File: src/rtl/writeback_arbiter_pkg.sv
// Shared types and constants for the register-file writeback path.
//  ADDR_SIZE   register address width (2**ADDR_SIZE registers)
//  DATA_WIDTH  register data width
//  wb_entry_t  one queued result: destination register + data
//  grant_t     which source the round-robin arbiter granted last
package wb_pkg;

    localparam int ADDR_SIZE  = 4;
    localparam int DATA_WIDTH = 16;
    localparam int NUM_REGS   = 1 << ADDR_SIZE;

    typedef struct packed {
        logic [ADDR_SIZE-1:0]  addr;
        logic [DATA_WIDTH-1:0] data;
    } wb_entry_t;

    typedef enum logic {
        GRANT_MEM = 1'b0,
        GRANT_ALU = 1'b1
    } grant_t;

endpackage

File: src/rtl/writeback_arbiter_if.sv
// Bundle of every non-clock signal of the writeback arbiter.
//  alu_* / mem_*   result sources (valid/addr/data in, ready out)
//  issue_*         destination reservation from issue
//  chk_addr_*      source-operand hazard lookups, busy_* answers
//  w_en/addr_c/data_c  register-file write port (registered)
//  dbg_last_grant  arbiter state, for observation only
//
// Handshake: a result transfers on a rising edge where valid and ready are
// both high. ready depends only on FIFO occupancy (never on valid), and a
// source holding valid must keep addr/data stable until the transfer.
interface writeback_arbiter_if;
    import wb_pkg::*;

    logic                  alu_valid;
    logic                  alu_ready;
    logic [ADDR_SIZE-1:0]  alu_addr;
    logic [DATA_WIDTH-1:0] alu_data;
    logic                  mem_valid;
    logic                  mem_ready;
    logic [ADDR_SIZE-1:0]  mem_addr;
    logic [DATA_WIDTH-1:0] mem_data;
    logic                  issue_en;
    logic [ADDR_SIZE-1:0]  issue_addr;
    logic [ADDR_SIZE-1:0]  chk_addr_a;
    logic [ADDR_SIZE-1:0]  chk_addr_b;
    logic                  busy_a;
    logic                  busy_b;
    logic                  w_en;
    logic [ADDR_SIZE-1:0]  addr_c;
    logic [DATA_WIDTH-1:0] data_c;
    grant_t                dbg_last_grant;

    modport master (
        output alu_valid, alu_addr, alu_data,
        output mem_valid, mem_addr, mem_data,
        output issue_en, issue_addr, chk_addr_a, chk_addr_b,
        input  alu_ready, mem_ready, busy_a, busy_b,
        input  w_en, addr_c, data_c, dbg_last_grant
    );

    modport slave (
        input  alu_valid, alu_addr, alu_data,
        input  mem_valid, mem_addr, mem_data,
        input  issue_en, issue_addr, chk_addr_a, chk_addr_b,
        output alu_ready, mem_ready, busy_a, busy_b,
        output w_en, addr_c, data_c, dbg_last_grant
    );

endinterface

File: src/rtl/writeback_arbiter_fifo.sv
// Small circular FIFO holding pending writeback entries for one source.
//  clk, rst_n   clock, asynchronous active-low reset
//  push_i       source valid; accepted only while not full
//  push_data_i  entry to enqueue
//  pop_i        arbiter grant; ignored while empty
//  pop_data_o   head entry (valid while !empty_o)
//  empty_o      no entries queued
//  ready_o      not full; no push-through when full
module wb_fifo
    import wb_pkg::*;
#(
    parameter int DEPTH = 2
) (
    input  logic      clk,
    input  logic      rst_n,
    input  logic      push_i,
    input  wb_entry_t push_data_i,
    input  logic      pop_i,
    output wb_entry_t pop_data_o,
    output logic      empty_o,
    output logic      ready_o
);

    localparam int PTR_W = (DEPTH > 1) ? $clog2(DEPTH) : 1;
    localparam int CNT_W = $clog2(DEPTH + 1);

    wb_entry_t        mem_q [DEPTH];
    logic [PTR_W-1:0] wr_ptr_q, wr_ptr_d;
    logic [PTR_W-1:0] rd_ptr_q, rd_ptr_d;
    logic [CNT_W-1:0] count_q, count_d;
    logic             full;
    logic             do_push;
    logic             do_pop;

    assign full       = (count_q == CNT_W'(DEPTH));
    assign empty_o    = (count_q == '0);
    assign ready_o    = !full;
    assign do_push    = push_i && !full;
    assign do_pop     = pop_i && !empty_o;
    assign pop_data_o = mem_q[rd_ptr_q];

    // DEPTH is a power of two, so pointers wrap by plain overflow.
    always_comb begin
        wr_ptr_d = wr_ptr_q;
        rd_ptr_d = rd_ptr_q;
        count_d  = count_q;
        if (do_push) wr_ptr_d = wr_ptr_q + PTR_W'(1);
        if (do_pop)  rd_ptr_d = rd_ptr_q + PTR_W'(1);
        if (do_push && !do_pop) count_d = count_q + CNT_W'(1);
        if (do_pop && !do_push) count_d = count_q - CNT_W'(1);
    end

    always_ff @(posedge clk or negedge rst_n) begin
        if (!rst_n) begin
            wr_ptr_q <= '0;
            rd_ptr_q <= '0;
            count_q  <= '0;
        end else begin
            wr_ptr_q <= wr_ptr_d;
            rd_ptr_q <= rd_ptr_d;
            count_q  <= count_d;
        end
    end

    // Storage needs no reset: count_q gates every read of it.
    always_ff @(posedge clk) begin
        if (do_push) mem_q[wr_ptr_q] <= push_data_i;
    end

endmodule

File: src/rtl/writeback_arbiter.sv
// Merges ALU and load results onto the single register-file write port and
// tracks destinations with a write still outstanding (busy bits).
//  clk   clock, rising edge
//  rst   asynchronous active-low reset
//  bus   writeback_arbiter_if.slave: source handshakes, issue/check ports,
//        registered write port and arbiter debug state
module writeback_arbiter
    import wb_pkg::*;
#(
    parameter int FIFO_DEPTH = 2
) (
    input logic                clk,
    input logic                rst,
    writeback_arbiter_if.slave bus
);

    wb_entry_t alu_in, mem_in;
    wb_entry_t alu_head, mem_head;
    logic      alu_empty, mem_empty;
    logic      grant_alu, grant_mem;

    grant_t                last_grant_q, last_grant_d;
    logic                  w_en_q, w_en_d;
    logic [ADDR_SIZE-1:0]  addr_c_q, addr_c_d;
    logic [DATA_WIDTH-1:0] data_c_q, data_c_d;
    logic [NUM_REGS-1:0]   busy_q, busy_d;

    assign alu_in.addr = bus.alu_addr;
    assign alu_in.data = bus.alu_data;
    assign mem_in.addr = bus.mem_addr;
    assign mem_in.data = bus.mem_data;

    wb_fifo #(.DEPTH(FIFO_DEPTH)) u_alu_fifo (
        .clk         (clk),
        .rst_n       (rst),
        .push_i      (bus.alu_valid),
        .push_data_i (alu_in),
        .pop_i       (grant_alu),
        .pop_data_o  (alu_head),
        .empty_o     (alu_empty),
        .ready_o     (bus.alu_ready)
    );

    wb_fifo #(.DEPTH(FIFO_DEPTH)) u_mem_fifo (
        .clk         (clk),
        .rst_n       (rst),
        .push_i      (bus.mem_valid),
        .push_data_i (mem_in),
        .pop_i       (grant_mem),
        .pop_data_o  (mem_head),
        .empty_o     (mem_empty),
        .ready_o     (bus.mem_ready)
    );

    // Round-robin: on contention the source not granted last time wins.
    // last_grant only moves on an actual grant.
    always_comb begin
        grant_alu    = 1'b0;
        grant_mem    = 1'b0;
        last_grant_d = last_grant_q;
        if (!alu_empty && !mem_empty) begin
            if (last_grant_q == GRANT_ALU) grant_mem = 1'b1;
            else                           grant_alu = 1'b1;
        end else if (!alu_empty) begin
            grant_alu = 1'b1;
        end else if (!mem_empty) begin
            grant_mem = 1'b1;
        end
        if (grant_alu)      last_grant_d = GRANT_ALU;
        else if (grant_mem) last_grant_d = GRANT_MEM;
    end

    // Write port: addr/data hold their last value when nothing is popped.
    always_comb begin
        w_en_d   = grant_alu || grant_mem;
        addr_c_d = addr_c_q;
        data_c_d = data_c_q;
        if (grant_alu) begin
            addr_c_d = alu_head.addr;
            data_c_d = alu_head.data;
        end else if (grant_mem) begin
            addr_c_d = mem_head.addr;
            data_c_d = mem_head.data;
        end
    end

    // A write clears its destination the edge after it appears on the port;
    // a new reservation on the same edge is applied last so it wins.
    always_comb begin
        busy_d = busy_q;
        if (w_en_q)       busy_d[addr_c_q]       = 1'b0;
        if (bus.issue_en) busy_d[bus.issue_addr] = 1'b1;
    end

    always_ff @(posedge clk or negedge rst) begin
        if (!rst) begin
            last_grant_q <= GRANT_ALU;  // makes the load source first in line
            w_en_q       <= 1'b0;
            addr_c_q     <= '0;
            data_c_q     <= '0;
            busy_q       <= '0;
        end else begin
            last_grant_q <= last_grant_d;
            w_en_q       <= w_en_d;
            addr_c_q     <= addr_c_d;
            data_c_q     <= data_c_d;
            busy_q       <= busy_d;
        end
    end

    assign bus.w_en           = w_en_q;
    assign bus.addr_c         = addr_c_q;
    assign bus.data_c         = data_c_q;
    assign bus.busy_a         = busy_q[bus.chk_addr_a];
    assign bus.busy_b         = busy_q[bus.chk_addr_b];
    assign bus.dbg_last_grant = last_grant_q;

endmodule
File: src/flat_wrapper.sv
// flat-port wrapper written by rule: the top's interface ports become plain ports
module writeback_arbiter_flat import wb_pkg::*;
#(
    parameter int FIFO_DEPTH = 2
)
  (clk, rst, bus_alu_valid, bus_alu_addr, bus_alu_data, bus_mem_valid, bus_mem_addr, bus_mem_data, bus_issue_en, bus_issue_addr, bus_chk_addr_a, bus_chk_addr_b, bus_alu_ready, bus_mem_ready, bus_busy_a, bus_busy_b, bus_w_en, bus_addr_c, bus_data_c, bus_dbg_last_grant);
  writeback_arbiter_if bus_i ();
  input logic clk;
  input logic rst;
  input wire logic [$bits(bus_i.alu_valid)-1:0] bus_alu_valid;
  input wire logic [$bits(bus_i.alu_addr)-1:0] bus_alu_addr;
  input wire logic [$bits(bus_i.alu_data)-1:0] bus_alu_data;
  input wire logic [$bits(bus_i.mem_valid)-1:0] bus_mem_valid;
  input wire logic [$bits(bus_i.mem_addr)-1:0] bus_mem_addr;
  input wire logic [$bits(bus_i.mem_data)-1:0] bus_mem_data;
  input wire logic [$bits(bus_i.issue_en)-1:0] bus_issue_en;
  input wire logic [$bits(bus_i.issue_addr)-1:0] bus_issue_addr;
  input wire logic [$bits(bus_i.chk_addr_a)-1:0] bus_chk_addr_a;
  input wire logic [$bits(bus_i.chk_addr_b)-1:0] bus_chk_addr_b;
  output wire logic [$bits(bus_i.alu_ready)-1:0] bus_alu_ready;
  output wire logic [$bits(bus_i.mem_ready)-1:0] bus_mem_ready;
  output wire logic [$bits(bus_i.busy_a)-1:0] bus_busy_a;
  output wire logic [$bits(bus_i.busy_b)-1:0] bus_busy_b;
  output wire logic [$bits(bus_i.w_en)-1:0] bus_w_en;
  output wire logic [$bits(bus_i.addr_c)-1:0] bus_addr_c;
  output wire logic [$bits(bus_i.data_c)-1:0] bus_data_c;
  output wire logic [$bits(bus_i.dbg_last_grant)-1:0] bus_dbg_last_grant;
  assign bus_i.alu_valid = bus_alu_valid;
  assign bus_i.alu_addr = bus_alu_addr;
  assign bus_i.alu_data = bus_alu_data;
  assign bus_i.mem_valid = bus_mem_valid;
  assign bus_i.mem_addr = bus_mem_addr;
  assign bus_i.mem_data = bus_mem_data;
  assign bus_i.issue_en = bus_issue_en;
  assign bus_i.issue_addr = bus_issue_addr;
  assign bus_i.chk_addr_a = bus_chk_addr_a;
  assign bus_i.chk_addr_b = bus_chk_addr_b;
  assign bus_alu_ready = bus_i.alu_ready;
  assign bus_mem_ready = bus_i.mem_ready;
  assign bus_busy_a = bus_i.busy_a;
  assign bus_busy_b = bus_i.busy_b;
  assign bus_w_en = bus_i.w_en;
  assign bus_addr_c = bus_i.addr_c;
  assign bus_data_c = bus_i.data_c;
  assign bus_dbg_last_grant = bus_i.dbg_last_grant;
  writeback_arbiter #(.FIFO_DEPTH(FIFO_DEPTH)) u_core (.clk(clk), .rst(rst), .bus(bus_i));
endmodule
File: config.mk
export PLATFORM = sky130hd
export DESIGN_NAME = writeback_arbiter_flat
export DESIGN_NICKNAME = d
export VERILOG_FILES = /design/src/rtl/writeback_arbiter_pkg.sv /design/src/rtl/writeback_arbiter_if.sv /design/src/rtl/writeback_arbiter_fifo.sv /design/src/rtl/writeback_arbiter.sv /design/src/flat_wrapper.sv
export SDC_FILE = /design/constraint.sdc
export NUM_CORES = 1
export LEC_CHECK = 0
export ABC_CLOCK_PERIOD_IN_PS = 1790
export CORE_UTILIZATION = 45
export DETAILED_ROUTE_END_ITERATION = 8
export GPL_TIMING_DRIVEN = 0
export HOLD_SLACK_MARGIN = 0.03
export PLACE_DENSITY = 0.68
export SYNTH_ARGS = -nofsm -noshare
export SYNTH_HDL_FRONTEND = slang
export SYNTH_SLANG_ARGS = --single-unit
File: constraint.sdc
create_clock -name clk -period 1.79 [get_ports clk]
set_input_delay 0.2685 -clock clk [delete_from_list [all_inputs] [get_ports clk]]
set_output_delay 0.2685 -clock clk [all_outputs]
set_load 0.01 [all_outputs]
Word level (Yosys, flattened, before mapping)
Memories as Yosys holds them, arrays and structs flattened.
Index checks and enable logic that the tools add are counted.
{"block": "op_classes", "n_addsub": 8, "n_bitwise": 3, "n_reduce_logical": 25, "n_mux": 31, "order_cmp": 6, "n_eq_ne": 2}
{"cell": "$mux W16", "n": 4}
{"cell": "$lt A4 B5 Y1 const B", "n": 4}
{"cell": "$mux W1", "n": 17}
{"cell": "$and A16 B16 Y16", "n": 1}
{"cell": "$not A16 Y16", "n": 1}
{"cell": "$or A16 B16 Y16", "n": 1}
{"cell": "$logic_and A1 B1 Y1", "n": 11}
{"cell": "$bmux W1 S4", "n": 2}
{"cell": "$demux W1 S4", "n": 2}
{"cell": "$ge A4 B1 Y1 const B", "n": 2}
{"cell": "$logic_not A1 Y1", "n": 8}
{"cell": "$mux W2", "n": 4}
{"cell": "$mux W4", "n": 2}
{"cell": "$reduce_bool A2 Y1", "n": 3}
{"cell": "$add A1 B1 Y1 const B", "n": 4}
{"cell": "$add A2 B1 Y2 const B", "n": 2}
{"cell": "$eq A2 B2 Y1 const B", "n": 2}
{"cell": "$logic_not A2 Y1", "n": 2}
{"cell": "$sub A2 B1 Y2 const B", "n": 2}
{"cell": "$logic_or A1 B1 Y1", "n": 1}
{"block": "word_totals", "register_bits": 46, "ram_bits": 80, "in_bits": 57, "output_inout_bits": 26, "n_memories": 2}
{"memory": "u_core.u_alu_fifo.mem_q", "words": 2, "word_bits": 20, "read_ports": 1, "rd_clocked_by_memory_dff": 0, "wr": 1, "line_no": "writeback_arbiter_fifo.sv:27", "text": "wb_entry_t mem_q [DEPTH];"}
{"memory": "u_core.u_mem_fifo.mem_q", "words": 2, "word_bits": 20, "read_ports": 1, "rd_clocked_by_memory_dff": 0, "wr": 1, "line_no": "writeback_arbiter_fifo.sv:27"}

Depth between registers and ports, before layout
Gate-level depths: netlist of run 1.
{"block": "logic_depth", "depth_word": 9, "ltp_mapped": 8}

By module
A second synthesis of run 1 with hierarchy kept.
{"block": "hier_totals", "cells_unflattened": 339, "area_unflattened_um2": 5383.9}
{"mod": "wb_fifo", "area_each_um2": 1641.6, "instances": 2, "seq_area_each_um2": 1301.2, "cells_each": 79}
{"mod": "writeback_arbiter", "area_each_um2": 2100.8, "instances": 1, "seq_area_each_um2": 952.2, "cells_each": 181}

Worst setup path after synthesis of run 1
Ideal clock, no wire load.
{"block": "synth_timing", "kind": "register to register", "start": "register u_core.u_alu_fifo.count_q[0]", "end": "memory u_core.u_alu_fifo.mem_q[0][0] (netlist bit), enable pin", "required_time_ns": 1.393, "arrival_ns": 1.679, "path_slack_ns": -0.286, "stages_incl_launch_ff": 4, "period_less_slack_ns": 2.076, "cell_sequence": "dfrtp_1 nand2b_1 nand2_1 nor2_1"}
{"block": "synth_via", "elab_chain_len": 5}
{"item": "start, declared", "line_no": "writeback_arbiter_fifo.sv:30", "text": "logic [CNT_W-1:0] count_q, count_d;"}
{"item": "start signal, assigned", "line_no": "writeback_arbiter_fifo.sv:61", "text": "count_q <= count_d;"}
{"item": "$eq A2 B2 Y1", "line_no": "writeback_arbiter_fifo.sv:35", "text": "assign full = (count_q == CNT_W'(DEPTH));"}
{"item": "$logic_not A1 Y1"}
{"item": "via bus_alu_ready", "line_no": "flat_wrapper.sv:20", "text": "output wire logic [$bits(bus_i.alu_ready)-1:0] bus_alu_ready;"}
{"item": "$logic_and A1 B1 Y1", "line_no": "writeback_arbiter_fifo.sv:38", "text": "assign do_push = push_i && !full;"}
{"item": "$mux W1", "line_no": "writeback_arbiter_fifo.sv:67", "text": "if (do_push) mem_q[wr_ptr_q] <= push_data_i;"}
{"item": "$mux W1 (not written as such)", "line_no": "writeback_arbiter_fifo.sv:67"}
{"item": "end, declared", "line_no": "writeback_arbiter_fifo.sv:27"}
The timed path passes the listed nets, and every way through them passes these cells.

Worst setup path after layout of run 1
{"block": "layout_timing", "start": "register u_core.busy_q[15]", "end": "output bus_busy_a"}
{"block": "layout_via", "elab_chain_len": 2}
{"item": "start, declared", "line_no": "writeback_arbiter.sv:26", "text": "logic [NUM_REGS-1:0] busy_q, busy_d;"}
{"item": "start signal, assigned", "line_no": "writeback_arbiter.sv:107", "text": "busy_q <= busy_d;"}
{"item": "$bmux W1 S4", "line_no": "writeback_arbiter.sv:114", "text": "assign bus.busy_a = busy_q[bus.chk_addr_a];"}
{"item": "$mux W1 (not written as such)", "line_no": "writeback_arbiter.sv:114"}
{"item": "end, declared", "line_no": "flat_wrapper.sv:22", "text": "output wire logic [$bits(bus_i.busy_a)-1:0] bus_busy_a;"}
Every way passes these cells. The select of a mux whose other input is x is not followed.

==> results of run 1 <==
[power groups by stage]
stage	registers, W	logic, W	clock network [W]
6_report	0.00487	0.00611	0.00294
5_1_grt	0.00498	0.00662	0.00313
4_1_cts	0.00485	0.00613	0.00298
3_5_place_dp	0.00490	0.00602	0
3_3_place_gp	0.00487	0.00593	0
2_1_floorplan	0.00482	0.00429	0
[Yosys cell counts (all sizes together), types with 7 or more instances]
library cell  instances
o21ai                32
edfxtp               80
nand2b                7
a221oi               20
buf                  19
dfrtp                45
nor2b                40
a2111oi              20
o31ai                21
mux4                  8
nand2                25
nor2                  9
[state kept, by name, indices dropped and copies added, names as in the netlist]
| register | flops |
|---|---|
| u_core.bus.addr_c | 4 |
| u_core.u_mem_fifo.count_q | 2 |
| u_core.bus.data_c | 16 |
| u_core.u_mem_fifo.wr_ptr_q | 1 |
| u_core.bus.dbg_last_grant | 1 |
| u_core.u_mem_fifo.rd_ptr_q | 1 |
| u_core.u_alu_fifo.wr_ptr_q | 1 |
| u_core.u_alu_fifo.count_q | 2 |
| u_core.u_alu_fifo.mem_q | 40 |
| u_core.busy_q | 16 |
| u_core.u_mem_fifo.mem_q | 40 |
| u_core.bus.w_en | 1 |
| u_core.u_alu_fifo.rd_ptr_q | 1 |
[through the flow]
step	std cells	hold slack [ns]
floorplan	365	-0.0271
global placement	619	0.473
detailed placement	620	0.251
CTS	657	0.358
global route	658	0.401
finish	658	0.357
[cell type report]
| type | count | area [um^2] |
|---|---|---|
| Tap cell | 172 | 215 |
| Timing Repair Buffer | 87 | 850 |
| Sequential cell | 126 | 3560 |
| Multi-Input combinational cell | 219 | 2190 |
| Inverter | 1 | 3.75 |
| Clock inverter | 14 | 78.8 |
| Buffer | 21 | 174 |
| Clock buffer | 18 | 429 |
| Fill cell | 985 | 5170 |
[placed cells by master, fill, tap and decap left out, drive strengths merged, types with 11 or more instances in the layout]
master         synthesis  final
nor2b                 40     40
clkdlybuf4s50          0     72
o31ai                 21     21
nand2                 25     25
a2111oi               20     20
dfrtp                 45     45
a221oi                20     20
nor2                   9     11
clkbuf                 2     20
o21ai                 32     32
edfxtp                80     80
buf                   19     26
[worst reg2reg max path: stages, from the launching register on]
cell and delay, ns:
dfrtp_1 0.37, buf_6 0.14, or2b_1 0.26, nand2_1 0.25, ha_1 0.31, nor2_1 0.14, xor2_1 0.18
[cells by family after synthesis]
family | count (synthesis) | synth area share, %
multiplexers | 14 | 4.10
adder cells (fa/ha/maj) | 2 | 0.427
AND/OR/NAND/NOR | 96 | 9.26
buffers and inverters | 22 | 2.88
AO/OA/AOI/OAI | 95 | 21.2
flip-flops | 126 | 60.6
XOR/XNOR | 10 | 1.49
[worst paths after layout]
path	start	end	slack, ns
setup / recovery	u_core.busy_q[15]$_DFF_PN0_	bus_busy_a	-0.14
hold / removal	rst	u_core.bus.data_c[3]$_DFFE_PN0P_	0.36
setup reg to reg	u_core.u_mem_fifo.count_q[0]$_DFFE_PN0P_	u_core.u_mem_fifo.count_q[1]$_DFFE_PN0P_	0.07
hold reg to reg	u_core.bus.data_c[5]$_DFFE_PN0P_	u_core.bus.data_c[5]$_DFFE_PN0P_	0.49
max in group asynchronous	rst	u_core.u_alu_fifo.count_q[0]$_DFFE_PN0P_	0.91
min in group clk	bus_mem_data[7]	u_core.u_mem_fifo.mem_q[1][7]$_DFFE_PP_	0.43
[routing by layer]
metal  up-vias  GRT usage (%)  part of all wire, %
li1       1650              -                    -
met1      1665           24.4                   43
met2        91           32.9                   51
met3        15           5.14                  4.1
met4         0           8.12                  1.5
met5         -              0                    0
[timing repair]
action | in CTS | in global routing
pin swaps | 1 | 1
hold buffers | 1 | 0
gates resized for setup | 25 | 3
hold endpoints to repair | 17 | 0
buffers inserted | 3 | 0
setup endpoints to repair | 85 | 24
cloned | 1 | 1
==> results.sh, run 1 <==
export IMPL_rows=41
export IMPL_synth_warnings=0
export IMPL_crit_top_cell="mux2i_1"
export IMPL_dpl_cell_area_mm2=0.00692
export IMPL_gr_total_overflow=0
export IMPL_fin_ws_ns=-0.137
export IMPL_ant_nets=0
export IMPL_peakVddDrop_uv=791
export IMPL_crit_cells=4
export IMPL_cts_htree_levels=4
export IMPL_grt_usage_pct=19.7
export IMPL_maxClockFrequency_ghz=0.519
export IMPL_antenna_found_initial=0
export IMPL_wl_per_cell_um=18.4
export IMPL_place_detailed_hpwl_um=8420
export IMPL_worstHoldPathType="in -> async"
export IMPL_timing_setup_tns_ns=-0.272
export IMPL_vias_per_cell=5.20
export IMPL_tightest_slew_ns=0.533
export IMPL_path_delay_family="multiplexers"
export IMPL_avgSynthCellArea_um2=16.1
export IMPL_gp_congestion=0.860
export IMPL_internal_power_w=0.00886
export IMPL_clkTransAtPathRegs_ns=0.05
export IMPL_cts_root_buf="clkbuf_16"
export IMPL_p_leak_nw=2.54
export IMPL_crit_path_cell_trace="mux4_2, mux2i_1, mux2i_1, buf_2"
export IMPL_ctsLongestPathBuffers=2
export IMPL_reg2regPathDepth=6
export IMPL_initial_core_util_pct=46.3
export IMPL_finalPower_w=0.0139
export IMPL_synth_cells=365
export IMPL_dp_slack_ns=-0.653
export IMPL_post_route_period_util_pct=108
export IMPL_status="finished with violations"
export IMPL_clk_latency_ns=0.41
export IMPL_ys_async_sr_fraction_pct=36.5
export IMPL_crit_arrival_ns=1.66
export IMPL_fin_util_pct=59.2
export IMPL_end_kind="output pin"
export IMPL_cellPowerDensity_mw_per_mm2=1860
export IMPL_clock_skew_ns=0.00550
export IMPL_die_area_mm2=0.0135
export IMPL_cp_num_buf_inv=1
export IMPL_diodes=0
export IMPL_die_h_um=116
export IMPL_yosys_top_cells_area="edfxtp_1, dfrtp_1, a2111oi_4"
export IMPL_ios=83
export IMPL_synth_edff_count=80
export IMPL_synth_seq_cells=126
export IMPL_postLayoutCellArea_mm2=0.00750
export IMPL_hold_violations=0
export IMPL_cts_buffers=17
export IMPL_grt_max_degree=29
export IMPL_crit_path_start_kind="flip-flop"
export IMPL_cpPeakStageDelay_ns=0.47
export IMPL_die_w_um=116
export IMPL_drt_iter0_drc=125
export IMPL_synthesis_area_mm2=0.00587
export IMPL_grt_pass1_vias=3595
export IMPL_grt_pass1_wl_um=19100
export IMPL_power_frac_seq_pct=35.0
export IMPL_drc_errors=0
export IMPL_cts_tree="built"
export IMPL_relSlewSlack_pct=64.5
export IMPL_core_area_mm2=0.0127
export IMPL_totalWireLength_um=12100
export IMPL_min_period_ns=1.93
export IMPL_worstPathRequired_ns=1.52
export IMPL_setup_viol=2
export IMPL_fin_nets=532
export IMPL_power_switching_w=0.00506
export IMPL_synth_flop_cell="edfxtp_1"
export IMPL_first_pass_iters=5
export IMPL_slowest_stage="mux4_2"
export IMPL_syn_to_final_growth_pct=27.8
export IMPL_combinationalPowerShare_pct=43.9
export IMPL_synth_cell_types=36
export IMPL_cts_sinks=126
export IMPL_postSynthNetCount=424
export IMPL_crit_fanout=3
export IMPL_yosysSeqAreaShare_pct=60.6
export IMPL_synth_top_area_cell="edfxtp_1"
export IMPL_power_frac_clock_pct=21.1
export IMPL_drive_above_1_share_pct=28.8
export IMPL_slew_violations=0
export IMPL_synth_top_area_share_pct=41.0
export IMPL_critPathKind="reg -> out"
export IMPL_io_buffers=82
export IMPL_switching_share_pct=36.4
export IMPL_violations="setup timing"
export IMPL_grt_setup_unrepaired="true"
export IMPL_drv_cap=0
export IMPL_num_vias=3421
Note: power is estimated with default switching activity, not from simulation.
==> inputs of run 2 (changes only) <==
- CORE_UTILIZATION: 45 -> 40
- PLACE_DENSITY: 0.68 -> 0.62
==> run 2 against run 1 <==
Effect of this change: the flow still finishes with violations (setup timing); via count is 1.8% higher; combinational power is 2% higher; critical path depth stayed put; cell count is 1.5% higher; largest cell class unchanged; largest power group unchanged.
==> results.sh, run 2 (synthesized netlist as in run 1, its figures left out) <==
export IMPL_crit_path_start_kind="flip-flop"
export IMPL_wl_met2_um=6290
export IMPL_cts_sinks=126
export IMPL_ant_nets=0
export IMPL_die_w_um=123
export IMPL_rows=43
export IMPL_ios=83
export IMPL_first_pass_iters=4
export IMPL_violations="setup timing"
export IMPL_top_layer="met4"
export IMPL_fin_ws_ns=-0.138
export IMPL_grt_usage_pct=18.8
export IMPL_layout_common_cells="edfxtp_1, clkdlybuf4s50_1, dfrtp_1"
export IMPL_core_area_mm2=0.0141
export IMPL_slew_violations=0
export IMPL_cts_htree_levels=4
export IMPL_crit_top_cell="mux2i_1"
export IMPL_clkTransAtPathRegs_ns=0.05
export IMPL_num_vias=3483
export IMPL_cellPowerDensity_mw_per_mm2=1890
export IMPL_place_detailed_hpwl_um=8770
export IMPL_die_area_mm2=0.0152
export IMPL_slowest_stage="mux4_2"
export IMPL_hold_slack_ns=0.289
export IMPL_tightest_slew_ns=0.558
export IMPL_worstHoldPathType="in -> async"
export IMPL_wl_per_cell_um=19.4
export IMPL_crit_path_cell_trace="mux4_2, mux2i_1, mux2i_1, buf_2"
export IMPL_totalWireLength_um=12900
export IMPL_relSlewSlack_pct=62.8
export IMPL_finalPower_w=0.0143
export IMPL_cts_buffers=17
export IMPL_initial_core_util_pct=41.6
export IMPL_status="finished with violations"
export IMPL_drv_cap=0
export IMPL_setup_viol=2
export IMPL_vias_per_cell=5.21
export IMPL_largestRegisters="u_core.u_alu_fifo.mem_q (40), u_core.u_mem_fifo.mem_q (40)"
export IMPL_grt_pass1_vias=3642
export IMPL_gr_total_overflow=0
export IMPL_cts_root_buf="clkbuf_16"
export IMPL_clock_skew_ns=0.00792
export IMPL_p_leak_nw=2.58
export IMPL_crit_arrival_ns=1.66
export IMPL_met3_length_um=659
export IMPL_fin_nets=534
export IMPL_cpPeakStageDelay_ns=0.47
export IMPL_cts_tree="built"
export IMPL_maxClockFrequency_ghz=0.519
export IMPL_crit_fanout=3
export IMPL_end_kind="output pin"
export IMPL_drt_met1_wl_um=5800
export IMPL_peakVddDrop_uv=770
export IMPL_post_route_period_util_pct=108
export IMPL_hold_violations=0
export IMPL_syn_to_final_growth_pct=29.0
export IMPL_grt_max_degree=37
export IMPL_drc_errors=0
export IMPL_final_common_cell="edfxtp_1"
export IMPL_grt_pass1_wl_um=20500
export IMPL_drive_above_1_share_pct=28.1
export IMPL_antenna_found_initial=0
export IMPL_die_h_um=123
export IMPL_gp_congestion=0.813
export IMPL_drt_iter0_drc=174
export IMPL_timing_setup_tns_ns=-0.270
export IMPL_ctsLongestPathBuffers=2
export IMPL_diodes=0
export IMPL_critPathKind="reg -> out"
export IMPL_min_period_ns=1.93
export IMPL_grt_setup_unrepaired="true"
export IMPL_worstPathRequired_ns=1.52
export IMPL_clk_latency_ns=0.41
export IMPL_io_buffers=82
-- run 2: critical path, delay by kind of cell, from the launching register on --
kind | cells | cell delay (ns)
mux | 3 | 0.71
flops | 1 | 0.40
buf+inv | 1 | 0.14
-- run 2: layout make-up --
class                   instances  area, um^2
plain buffers                  21         174
clock buffers                  23         458
clock inverters                 9        92.6
fillers                      1199        6530
inverters                       1        3.75
multi-input cells             219        2190
flip-flops and latches        126        3560
well taps                     180         225
repair buffers                 89         865
-- run 2: metrics by stage --
stage	instances	area, um^2	setup slack, ns	util, %
after CTS	666	7530	-0.172	53.5
after global placement	627	6920	-0.928	49.1
after floorplan	365	5870	0.0346	-
after detailed placement	628	6930	-0.673	49.2
after global routing	668	7560	-0.205	53.7
final	668	7560	-0.138	53.7
-- run 2: final timing paths --
kind                                                     startpoint                                       to  slack [ns]  depth (start not counted)
setup / recovery                        u_core.busy_q[15]$_DFF_PN0_                               bus_busy_b       -0.14                          4
setup reg to reg           u_core.u_alu_fifo.count_q[0]$_DFFE_PN0P_         u_core.bus.addr_c[3]$_DFFE_PN0P_        0.05                          6
hold reg to reg                   u_core.bus.data_c[14]$_DFFE_PN0P_        u_core.bus.data_c[14]$_DFFE_PN0P_        0.48                          2
min in group clk                                    bus_mem_data[0]  u_core.u_mem_fifo.mem_q[0][0]$_DFFE_PP_        0.43                          1
hold / removal                                                  rst   u_core.u_mem_fifo.wr_ptr_q$_DFFE_PN0P_        0.29                          2
max in group asynchronous                                       rst    u_core.bus.dbg_last_grant$_DFFE_PN1P_        0.95                          3
-- run 2: what timing repair did --
item                                    in CTS  in global routing
hold buffers                                 1                  0
endpoints found under the hold margin       10                  0
resized for setup                           24                  4
setup buffers                                3                  2
pin swaps                                    2                  0
endpoints found under the setup margin      85                  5
gates cloned                                 2                  0
-- run 2: per-layer routing --
metal / vias up / GRT usage [%]
li1: 1647 / -
met1: 1728 / 24.0
met2: 96 / 30.6
met3: 12 / 4.70
met4: 0 / 7.68
met5: - / 0
-- run 2: report_power, final --
group | total (W) | switching [W] | internal, W | leakage [nW]
Combinational | 0.00622 | 0.00327 | 0.00295 | 1.02
Clock | 0.00323 | 0.00117 | 0.00206 | 0.274
Sequential | 0.00488 | 0.000672 | 0.00420 | 1.28
Total | 0.0143 | 0.00512 | 0.00921 | 2.58
==> inputs of run 3 (changes only) <==
- SLEW_MARGIN: unset -> 30
==> run 3 against run 2 <==
Effect of this change: the run still ends with setup timing left; worst setup slack worse by 0.0018 ns; global-route usage decreased by 0.85 points; power is 1.9% lower; worst hold slack improved by 0.13 ns; largest power group unchanged.
==> results.sh, run 3 (synthesized netlist as in run 1, its figures left out) <==
export IMPL_relSlewSlack_pct=59.0
export IMPL_diodes=0
export IMPL_gr_total_overflow=0
export IMPL_place_detailed_hpwl_um=8590
export IMPL_wl_per_cell_um=18.9
export IMPL_cellPowerDensity_mw_per_mm2=1870
export IMPL_cp_num_buf_inv=1
export IMPL_totalWireLength_um=12600
export IMPL_io_buffers=82
export IMPL_cts_root_buf="clkbuf_16"
export IMPL_clock_skew_ns=0.00907
export IMPL_drc_errors=0
export IMPL_drt_iter0_drc=203
export IMPL_grt_setup_unrepaired="true"
export IMPL_core_area_mm2=0.0141
export IMPL_crit_arrival_ns=1.66
export IMPL_rows=43
export IMPL_clkTransAtPathRegs_ns=0.06
export IMPL_largestRegisters="u_core.u_alu_fifo.mem_q (40), u_core.u_mem_fifo.mem_q (40)"
export IMPL_postLayoutCellArea_mm2=0.00752
export IMPL_die_h_um=123
export IMPL_layout_common_cells="edfxtp_1, clkdlybuf4s50_1, dfrtp_1"
export IMPL_fin_util_pct=53.3
export IMPL_min_period_ns=1.93
export IMPL_crit_fanout=3
export IMPL_status="finished with violations"
export IMPL_finalPower_w=0.0141
export IMPL_drive_above_1_share_pct=28.5
export IMPL_path_delay_family="multiplexers"
export IMPL_gp_congestion=0.813
export IMPL_num_vias=3502
export IMPL_vias_per_cell=5.24
export IMPL_grt_pass1_vias=3541
export IMPL_grt_pass1_wl_um=19600
export IMPL_peakVddDrop_uv=828
export IMPL_timing_setup_tns_ns=-0.267
export IMPL_hold_slack_ns=0.415
export IMPL_grt_usage_pct=18.0
export IMPL_tightest_slew_ns=0.615
export IMPL_fillers=1209
export IMPL_post_route_period_util_pct=108
export IMPL_cpPeakStageDelay_ns=0.47
export IMPL_dpl_cell_area_mm2=0.00693
export IMPL_setup_viol=2
export IMPL_hold_violations=0
export IMPL_ios=83
export IMPL_die_w_um=123
export IMPL_crit_path_cell_trace="mux4_2, mux2i_1, mux2i_1, buf_2"
export IMPL_die_area_mm2=0.0152
export IMPL_initial_core_util_pct=41.6
export IMPL_fin_nets=534
export IMPL_final_common_cell="edfxtp_1"
export IMPL_slowest_stage="mux4_2"
export IMPL_clk_latency_ns=0.41
export IMPL_antenna_found_initial=0
export IMPL_cts_tree="built"
export IMPL_drv_cap=0
export IMPL_cts_sinks=126
export IMPL_critPathKind="reg -> out"
export IMPL_grt_max_degree=47
export IMPL_end_kind="output pin"
export IMPL_ant_nets=0
export IMPL_maxClockFrequency_ghz=0.518
export IMPL_worstPathRequired_ns=1.52
export IMPL_slew_violations=0
export IMPL_cts_htree_levels=4
export IMPL_ctsLongestPathBuffers=2
export IMPL_cts_buffers=17
export IMPL_violations="setup timing"
export IMPL_p_leak_nw=2.56
export IMPL_first_pass_iters=4
export IMPL_crit_path_start_kind="flip-flop"
export IMPL_crit_top_cell="mux2i_1"
export IMPL_fin_ws_ns=-0.140
export IMPL_syn_to_final_growth_pct=28.2
export IMPL_worstHoldPathType="in -> async"
==> run 3: timing repair <==
action                                  4_1_cts  5_1_grt
setup buffers                                 3        3
cloned                                        0        2
gates resized for setup                      19        7
hold buffers                                  1        0
hold endpoints to repair                     45        0
endpoints found under the setup margin       63       45
pin swaps                                     0        2
==> run 3: final timing paths <==
path / startpoint / slack (ns) / to / cells after the start
max in group asynchronous: rst / 0.92 / u_core.u_alu_fifo.count_q[1]$_DFFE_PN0P_ / 2
min reg2reg: u_core.bus.data_c[14]$_DFFE_PN0P_ / 0.48 / u_core.bus.data_c[14]$_DFFE_PN0P_ / 2
min: rst / 0.41 / u_core.bus.data_c[14]$_DFFE_PN0P_ / 2
max reg2reg: u_core.u_alu_fifo.count_q[0]$_DFFE_PN0P_ / 0.05 / u_core.bus.data_c[0]$_DFFE_PN0P_ / 6
max: u_core.busy_q[15]$_DFF_PN0_ / -0.14 / bus_busy_b / 4
min in group clk: bus_mem_data[0] / 0.43 / u_core.u_mem_fifo.mem_q[0][0]$_DFFE_PP_ / 1
==> run 3: routing by layer <==
| metal | global-route usage [%] | vias to the layer above | routed length, um |
|---|---|---|---|
| met1 | 23.8 | 1738 | 5660 |
| li1 | - | 1645 | - |
| met5 | 0 | - | 0 |
| met3 | 4.29 | 13 | 662 |
| met4 | 7.45 | 0 | 183 |
| met2 | 28.3 | 106 | 6120 |
==> run 3: per-stage QoR <==
stage	setup WS, ns	instances
floorplan	0.0346	365
global placement	-0.928	627
detailed placement	-0.678	627
CTS	-0.175	663
global route	-0.203	668
finish	-0.140	668
==> run 3: where the power goes <==
part / internal (W) / leakage, nW / total [W] / switching, W
combinational: 0.00296 / 1.02 / 0.00620 / 0.00324
clock: 0.00181 / 0.261 / 0.00297 / 0.00116
sequential: 0.00420 / 1.28 / 0.00489 / 0.000684
==> run 3: area by class of cell <==
class,count,area [um^2],area share [%]
sequential,126,3560,47.3
multi-input combinational,219,2190,29.1
timing repair buffer,89,856,11.4
clock buffer,23,468,6.22
tap,180,225,3.00
buffer,21,174,2.31
clock inverter,9,43.8,0.582
inverter,1,3.75,0.0499
